===== config.mk =====
export PLATFORM = sky130hd
export DESIGN_NAME = instruction_fetch
export DESIGN_NICKNAME = d
export VERILOG_FILES = /design/src/rtl/instruction_fetch.sv
export SDC_FILE = /design/constraint.sdc
export NUM_CORES = 1
export LEC_CHECK = 0
export CAP_MARGIN = 40
export CELL_PAD_IN_SITES_DETAIL_PLACEMENT = 1
export CELL_PAD_IN_SITES_GLOBAL_PLACEMENT = 2
export CORE_MARGIN = 2
export CORE_UTILIZATION = 30
export DETAILED_ROUTE_END_ITERATION = 8
export MAX_ROUTING_LAYER = met4
export PLACE_DENSITY_LB_ADDON = 0.1
export SYNTH_ARGS = -nofsm -noshare
export SYNTH_HDL_FRONTEND = slang
export SYNTH_SLANG_ARGS = --single-unit

===== constraint.sdc =====
create_clock -name clock -period 6.05 [get_ports clock]
set_clock_uncertainty 0.15 [all_clocks]
set_input_delay 1.21 -clock clock [delete_from_list [all_inputs] [get_ports clock]]
set_output_delay 1.21 -clock clock [all_outputs]
set_load 0.02 [all_outputs]

===== src/rtl/instruction_fetch.sv =====
// Instruction fetch sequencer: FETCH/HOLD/HALT control, a one-entry skid
// buffer for words acked under stall, redirect override and halt detection.
module instruction_fetch (
    input  logic        clock,
    input  logic        reset,
    output logic        imem_req,
    output logic [7:0]  imem_addr,
    input  logic        imem_ack,
    input  logic [19:0] imem_data,
    input  logic        stall,
    input  logic        redirect,
    input  logic [7:0]  redirect_pc,
    output logic [19:0] instruction,
    output logic [7:0]  pc_out,
    output logic        instr_valid,
    output logic        halted
);

    typedef enum logic [1:0] {
        FETCH = 2'd0,
        HOLD  = 2'd1,
        HALT  = 2'd2
    } state_t;

    localparam logic [3:0] OP_HALT = 4'hF;

    state_t      state_q, state_d;
    logic [7:0]  pc_q, pc_d;
    logic [19:0] instr_q, instr_d;
    logic [7:0]  pc_out_q, pc_out_d;
    logic        valid_q, valid_d;
    logic [19:0] skid_word_q, skid_word_d;
    logic [7:0]  skid_pc_q, skid_pc_d;

    logic        deliver;
    logic        capture;
    logic [19:0] dlv_word;
    logic [7:0]  dlv_pc;
    logic        dlv_halt;

    // Source of the word handed to decode: live memory data or the skid entry.
    always_comb begin
        deliver  = 1'b0;
        capture  = 1'b0;
        dlv_word = skid_word_q;
        dlv_pc   = skid_pc_q;
        unique case (state_q)
            FETCH: begin
                dlv_word = imem_data;
                dlv_pc   = pc_q;
                deliver  = imem_ack && !stall;
                capture  = imem_ack && stall;
            end
            HOLD: begin
                deliver = !stall;
            end
            default: begin
                deliver = 1'b0;
            end
        endcase
    end

    assign dlv_halt = (dlv_word[19:16] == OP_HALT);

    // State register
    always_ff @(posedge clock) begin
        if (!reset) begin
            state_q <= FETCH;
        end else begin
            state_q <= state_d;
        end
    end

    // Next-state logic
    always_comb begin
        state_d = state_q;
        if (redirect) begin
            state_d = FETCH;
        end else if (deliver) begin
            state_d = dlv_halt ? HALT : FETCH;
        end else if (capture) begin
            state_d = HOLD;
        end
    end

    // Output logic
    always_comb begin
        imem_req = (state_q == FETCH) && reset;
        halted   = (state_q == HALT);
    end

    assign imem_addr   = pc_q;
    assign instruction = instr_q;
    assign pc_out      = pc_out_q;
    assign instr_valid = valid_q;

    // Datapath next-state; redirect wins over ack, stall and state.
    always_comb begin
        pc_d        = pc_q;
        instr_d     = instr_q;
        pc_out_d    = pc_out_q;
        valid_d     = valid_q;
        skid_word_d = skid_word_q;
        skid_pc_d   = skid_pc_q;
        if (redirect) begin
            pc_d        = redirect_pc;
            valid_d     = 1'b0;
            skid_word_d = '0;
            skid_pc_d   = '0;
        end else if (deliver) begin
            instr_d  = dlv_word;
            pc_out_d = dlv_pc;
            valid_d  = 1'b1;
            pc_d     = dlv_pc + 8'd1;
        end else if (capture) begin
            skid_word_d = imem_data;
            skid_pc_d   = pc_q;
        end else if (!stall) begin
            valid_d = 1'b0;
        end
    end

    always_ff @(posedge clock) begin
        if (!reset) begin
            pc_q        <= '0;
            instr_q     <= '0;
            pc_out_q    <= '0;
            valid_q     <= 1'b0;
            skid_word_q <= '0;
            skid_pc_q   <= '0;
        end else begin
            pc_q        <= pc_d;
            instr_q     <= instr_d;
            pc_out_q    <= pc_out_d;
            valid_q     <= valid_d;
            skid_word_q <= skid_word_d;
            skid_pc_q   <= skid_pc_d;
        end
    end

endmodule


==> summary.md, run 1 <==
| Metric | Value |
|---|---|
| R2r worst-path depth | `8` |
| Vias per Instance | `5.00` |
| Clock Tree Root | `clkbuf_8` |
| FF+latch area | `1340 um2` |
| CP Capture Type | `output port` |
| Drt pass-1 iters | `5` |
| Post-synth EDFFs | `0` |
| Synth area leader | `dfxtp_1` |
| WL final | `8900 um` |
| Post-placement cell count | `546` |
| # diodes | `0` |
| RSZ-0062 raised after global routing | `false` |
| Actual slew at the worst max-slew pin | `0.673 ns` |
| Vias in the first global route | `2703` |
| Register bit count reported by yosys | `67` |
| Setup TNS | `0 ns` |
| Skew-Pair Late Insertion Delay | `0.34 ns` |
| Drt drc | `0` |
| Period utilization | `68.1%` |
| Worst setup path startpoint | `reset` |
| Pre-CTS WS | `1.91 ns` |
| Clock Path Buffers | `2` |
| Minimum clock period | `4.12 ns` |
| DR WL/cell | `15.8 um` |
| Post-CTS Resized | `0` |
| Post-CTS Hold Buffers | `0` |
| DRT iter0 DRCs | `67` |
| Synth Instances | `361` |
| Overflow after GRT | `0` |
| Pwr dens | `249 nW/um2` |
| Maximum VDD drop | `103 uV` |
| Largest net degree at the start of global routing | `45` |
| Ys async rst share | `0%` |
| Fin. max-slew vios | `0` |
| I/O pins | `72` |
| Die Y-Extent | `103 um` |
| Yosys warns | `0` |
| Max Fclk | `243 MHz` |
| Hold Crit Class | `register to register` |
| Vias | `2809` |
| PnR worst setup slack | `1.93 ns` |
| Reg2Reg Setup Slack | `3.32 ns` |
| Core area | `9640 um2` |
| Final cell count without fillers | `562` |
| # H-tree levels | `3` |
| Synth cell types | `46` |
| Worst-path clk slew | `0.08 ns` |
| Total track usage | `18.1%` |
| CTS Sinks | `67` |
| First-pass GRT wire length | `14200 um` |
| Starting density of the core | `30.5%` |
| Top FF cell, synth | `dfxtp_1` |
| PortBufs | `71` |
| TritonCTS Buffers | `9` |
| Pleak | `1.33 nW` |
| Worst hold stages | `2` |
| Post-route ant nets | `0` |
| Number of max-cap violations | `0` |
| Share of cells above drive strength 1 | `7.69%` |
| Mapped Nets | `395` |
| Fillers | `1197` |
| Post-synthesis cell area | `2940 um2` |
| Post-detail-place hpwl | `5740 um` |
| Min-delay src | `skid_word_q[14]$_SDFFE_PP0P_` |
| Syn-to-layout area delta | `32.8%` |
| Initial antenna violation count | `0` |
| Status | `complete, no violations` |
| Die width | `103 um` |
| Critical Path AT | `2.76 ns` |
| Setup bufs post-CTS | `0` |
| Synth top area cells | `dfxtp_1 46%, nand2_1 14%, a311oi_1 6.6%, a21oi_1 6.3%, nor2_1 4.6%` |
| Final setup vio count | `0` |
| CP Launch Type | `input port` |
| Crit Path Max Fanout | `7` |
| Syn avg cell area | `8.13 um2` |
| FP Rows | `36` |
| Worst R2R Start | `state_q[0]$_SDFFE_PP0P_` |
| Footprint of the multi-input gates | `1440 um2` |
| Worst EP required | `4.69 ns` |
| Kind of critical path | `input port to output port` |
| Final hold viol count | `0` |
| Slew HR | `55.1%` |
| FF-to-FF End | `imem_addr[4]$_SDFFE_PN0P_` |
| CTS tree | `done` |
| Nets | `458` |
| Post-synthesis sequential area ratio | `45.7%` |
| Die area | `10600 um2` |
| Yosys top cell area share | `45.7%` |
| Hold Crit Endpoint | `skid_word_q[14]$_SDFFE_PP0P_` |
| Global placement routability congestion | `0.740` |
-- layout by cell type, fill, tap and decap left out, types with 4 or more instances in the layout --
cell type,Yosys,routed
nor2_1,36,36
mux2i_1,4,4
dfxtp_1,67,67
a211oi_1,4,4
nand2_1,106,106
a311oi_1,22,22
buf_4,1,7
clkbuf_8,0,11
nand3_1,9,9
a21oi_1,37,37
o21ai_0,7,7
clkdlybuf4s50_1,0,71
-- how the worst max path moves through the flow --
stage	endpoint	slack, ns	cells past startpoint
after global routing	imem_req	1.83	4
final	imem_req	1.93	4
after global placement	imem_req	1.91	4
after detailed placement	imem_req	1.91	4
after floorplan	imem_req	2.69	3
after CTS	imem_req	1.91	4
-- worst max-delay path, cell delays in order --
cell             delay, ns
clkdlybuf4s50_1       0.64
clkinv_1              0.14
nor2_1                0.12
clkdlybuf4s50_1       0.65
-- layout make-up --
class / instances / share of cell area, %
Clock buffer: 12 / 3.98
Clock inverter: 4 / 0.642
Inverter: 3 / 0.289
Multi-Input combinational cell: 265 / 36.8
Sequential cell: 67 / 34.4
Tap cell: 133 / 4.27
Timing Repair Buffer: 78 / 19.6
-- metal layers --
metal	track usage, %	share of wire, %	up-vias
li1	-	-	1382
met1	23.7	47	1361
met2	28.3	48	57
met3	4.61	4.1	9
met4	4.25	0.83	0
met5	-	0	-
-- cells by family after synthesis --
| group | Yosys count | share of synthesized area (%) |
|---|---|---|
| adders and majority gates | 1 | 0.426 |
| buffers and inverters | 29 | 5.58 |
| DFF | 67 | 45.7 |
| and+or+nand+nor | 168 | 24.3 |
| muxes | 7 | 3.41 |
| AOI/OAI and AO/OA | 86 | 19.7 |
| xor gates and xnor gates | 3 | 0.895 |
-- sequential cells by signal, indices dropped and copies added, names as in the netlist --
register and cells:
instr_valid 1, pc_out 8, state_q 2, imem_addr 8
instruction 20, skid_pc_q 8, skid_word_q 20
-- synthesized netlist by cell type, types with 2 or more instances --
master	n
dfxtp_1	67
nor2_1	36
mux2i_4	2
xnor2_1	3
buf_2	7
a21oi_1	37
a22oi_1	3
a311oi_1	22
nand3_1	9
clkbuf_1	12
o211ai_1	2
nand2_1	106
a211oi_1	4
mux2i_1	4
and3_1	2
nor3_1	2
nor2_2	2
inv_1	2
o21ai_0	7
buf_6	5
a222oi_1	2
-- metrics by stage --
stage               area, um2  total power, mW  utilization, %  hold slack (ns)
global route             3900             1.02            40.4            0.330
finish                   3900            0.969            40.4            0.308
CTS                      3900            0.986            40.4            0.309
global placement         3720            0.633            38.6            0.293
detailed placement       3720            0.635            38.6            0.297
floorplan                2940            0.560               -            0.286
-- power breakdown --
| part | internal [mW] | total, mW | switching, mW |
|---|---|---|---|
| Combinational | 0.0683 | 0.149 | 0.0811 |
| Clock | 0.170 | 0.347 | 0.177 |
| Sequential | 0.458 | 0.473 | 0.0143 |
| Total | 0.697 | 0.969 | 0.273 |
Note: power is estimated with default switching activity, not from simulation.
==> inputs of run 2 (changes only) <==
--- a/config.mk
+++ b/config.mk
@@ -9,7 +9,7 @@
 export CELL_PAD_IN_SITES_DETAIL_PLACEMENT = 1
 export CELL_PAD_IN_SITES_GLOBAL_PLACEMENT = 2
 export CORE_MARGIN = 2
-export CORE_UTILIZATION = 30
+export CORE_UTILIZATION = 28
 export DETAILED_ROUTE_END_ITERATION = 8
 export MAX_ROUTING_LAYER = met4
 export PLACE_DENSITY_LB_ADDON = 0.1
==> constraint.sdc (replaced) <==
create_clock -name clock -period 3.87 [get_ports clock]
set_clock_uncertainty 0.15 [all_clocks]
set_input_delay 0.774 -clock clock [delete_from_list [all_inputs] [get_ports clock]]
set_output_delay 0.774 -clock clock [all_outputs]
set_load 0.02 [all_outputs]
==> run 2 against run 1 <==
Effect of this change: worst setup slack lost 1.3 ns; largest cell class unchanged; via count shrank 2.1%; global-route usage shrank 0.69 points.
==> summary.md, run 2 (synthesis gave the netlist of run 1 again) <==
| Metric | Value |
|---|---|
| Status | `complete, no violations` |
| Nets | `460 (+0.44%)` |
| Post-route ant nets | `0 (unchanged)` |
| Pleak | `1.35 nW (+1.8%)` |
| Syn-to-layout area delta | `34.6%` |
| FP Rows | `37 (+2.8%)` |
| Commonest non-fill, non-tap cells in the layout | `106 x nand2_1, 71 x clkdlybuf4s50_1, 67 x dfxtp_1` |
| Maximum VDD drop | `132 uV (+28%)` |
| Most common library cell in the layout ignoring fill and taps | `nand2_1` |
| I/O pins | `72 (unchanged)` |
| Largest net degree at the start of global routing | `35 (-22%)` |
| Vias in the first global route | `2929 (+8.4%)` |
| CTS tree | `done` |
| Clk network pwr share | `37.9% (+2.1 points)` |
| Worst hold stages | `2 (unchanged)` |
| Total track usage | `17.4% (-0.69 points)` |
| Psw | `0.430 mW (+58%)` |
| Setup TNS | `0 ns (unchanged)` |
| Crit Path Max Fanout | `7 (unchanged)` |
| Vias per Instance | `4.85 (-3.0%)` |
| TritonCTS Buffers | `9 (unchanged)` |
| Min-delay src | `skid_word_q[13]$_SDFFE_PP0P_` |
| Pwr dens | `398 nW/um2 (+60%)` |
| Placed Area | `3750 um2 (+0.84%)` |
| DR WL/cell | `15.9 um (+0.20%)` |
| R2r worst-path depth | `7 (-1)` |
| # diodes | `0 (unchanged)` |
| Post-CTS Resized | `0 (unchanged)` |
| Core area | `10200 um2 (+6.1%)` |
| CP Launch Type | `input port` |
| Global placement routability congestion | `0.758 (+2.4%)` |
| Die Y-Extent | `106 um (+3.4%)` |
| Slew HR | `49.0% (-6.1 points)` |
| Power share of the combinational group | `15.0% (-0.4 points)` |
| Worst-path clk slew | `0.07 ns (about the same)` |
| Post-layout util | `38.6% (-1.8 points)` |
| WL final | `9000 um (+1.1%)` |
| Starting density of the core | `28.7% (-1.8 points)` |
| CP Capture Type | `output port` |
| PortBufs | `71 (unchanged)` |
| Sw Share | `27.4% (-0.78 points)` |
| Period utilization | `84.5%` |
| Post-CTS Hold Buffers | `0 (unchanged)` |
| Setup bufs post-CTS | `0 (unchanged)` |
| Drt pass-1 iters | `4 (-1)` |
| First-pass GRT wire length | `14900 um (+5.4%)` |
| Share of cells above drive strength 1 | `8.35% (+0.66 points)` |
| Hold Crit Endpoint | `skid_word_q[13]$_SDFFE_PP0P_` |
| DRT iter0 DRCs | `71 (+6.0%)` |
| Max Fclk | `306 MHz` |
| Final hold viol count | `0 (unchanged)` |
| RSZ-0062 raised after global routing | `false` |
| Worst EP required | `2.95 ns (-1.74 ns)` |
| Fin. max-slew vios | `0 (unchanged)` |
| Final Cell Area | `3950 um2 (+1.3%)` |
| Hold Crit Class | `register to register` |
| Minimum clock period | `3.27 ns` |
| Reg2Reg Setup Slack | `1.38 ns (-1.94 ns)` |
| Actual slew at the worst max-slew pin | `0.764 ns (+0.0911 ns)` |
| Die width | `106 um (+3.4%)` |
| Clock Tree Root | `clkbuf_8` |
| Vias | `2749 (-2.1%)` |
| Post-detail-place hpwl | `5900 um (+2.7%)` |
| # H-tree levels | `3 (unchanged)` |
| Internal | `1.14 mW (+64%)` |
| Worst R2R Start | `state_q[0]$_SDFFE_PP0P_` |
| Worst setup path startpoint | `reset` |
| Clock Path Buffers | `2 (unchanged)` |
| Die area | `11300 um2 (+6.9%)` |
| Number of max-cap violations | `0 (unchanged)` |
| Final setup vio count | `0 (unchanged)` |
| Skew-Pair Late Insertion Delay | `0.34 ns (about the same)` |
| Initial antenna violation count | `0 (unchanged)` |
| FF-to-FF End | `imem_addr[4]$_SDFFE_PN0P_` |
| Critical Path AT | `2.35 ns (-0.41 ns)` |
| Sequential power share | `47.1% (-1.7 points)` |
| CTS Sinks | `67 (unchanged)` |
| Drt drc | `0 (unchanged)` |
| Kind of critical path | `input port to output port` |
| Total Power | `1.57 mW (+62%)` |
| Overflow after GRT | `0 (unchanged)` |
## run 2: cell count changes in the layout (fill, tap and decap cells not counted), sizes merged
| cell | delta |
|---|---|
| buf | +2 |
| bufinv | +1 |
| clkbuf | -2 |
| inv | +1 |
## run 2: per-layer routing
layer  share of wire [%]  track usage [%]  vias up
met2                  49             29.8       46
met5                   0                -        -
met3                 3.1             3.99        6
met1                  47             20.5     1312
met4                0.59             4.98        0
li1                    -                -     1385
## run 2: layout make-up
class / count / area [um2]
clock buffers: 10 / 138
flip-flops and latches: 67 / 1340
well taps: 136 / 170
clock inverters: 6 / 63.8
multi-input cells: 265 / 1440
fillers: 1239 / 6280
inverters: 3 / 11.3
repair buffers: 80 / 791
## run 2: worst max-delay path, stage by stage
cell             delay, ns
clkdlybuf4s50_1       0.62
clkinv_1              0.15
nor2_1                0.17
clkdlybuf4s50_1       0.63
## run 2: metrics by stage
step / hold slack, ns / setup WS (ns) / cells
finish: 0.308 / 0.600 / 567
detailed placement: 0.297 / 0.600 / 551
global route: 0.329 / 0.522 / 567
floorplan: 0.286 / 1.38 / 361
global placement: 0.292 / 0.580 / 551
CTS: 0.309 / 0.585 / 567
## run 2: power groups by stage
stage / sequential, mW / clock [mW] / combinational, mW
4_1_cts: 0.740 / 0.624 / 0.240
5_1_grt: 0.744 / 0.652 / 0.258
2_1_floorplan: 0.776 / 0 / 0.0993
6_report: 0.739 / 0.596 / 0.235
3_5_place_dp: 0.756 / 0 / 0.239
3_3_place_gp: 0.755 / 0 / 0.236
## run 2: worst max path at each step
| stage | slack, ns | cells after the start | to |
|---|---|---|---|
| after detailed placement | 0.60 | 4 | imem_req |
| after CTS | 0.58 | 4 | imem_req |
| after floorplan | 1.38 | 3 | imem_req |
| after global routing | 0.52 | 4 | imem_req |
| final | 0.60 | 4 | imem_req |
| after global placement | 0.58 | 4 | imem_req |
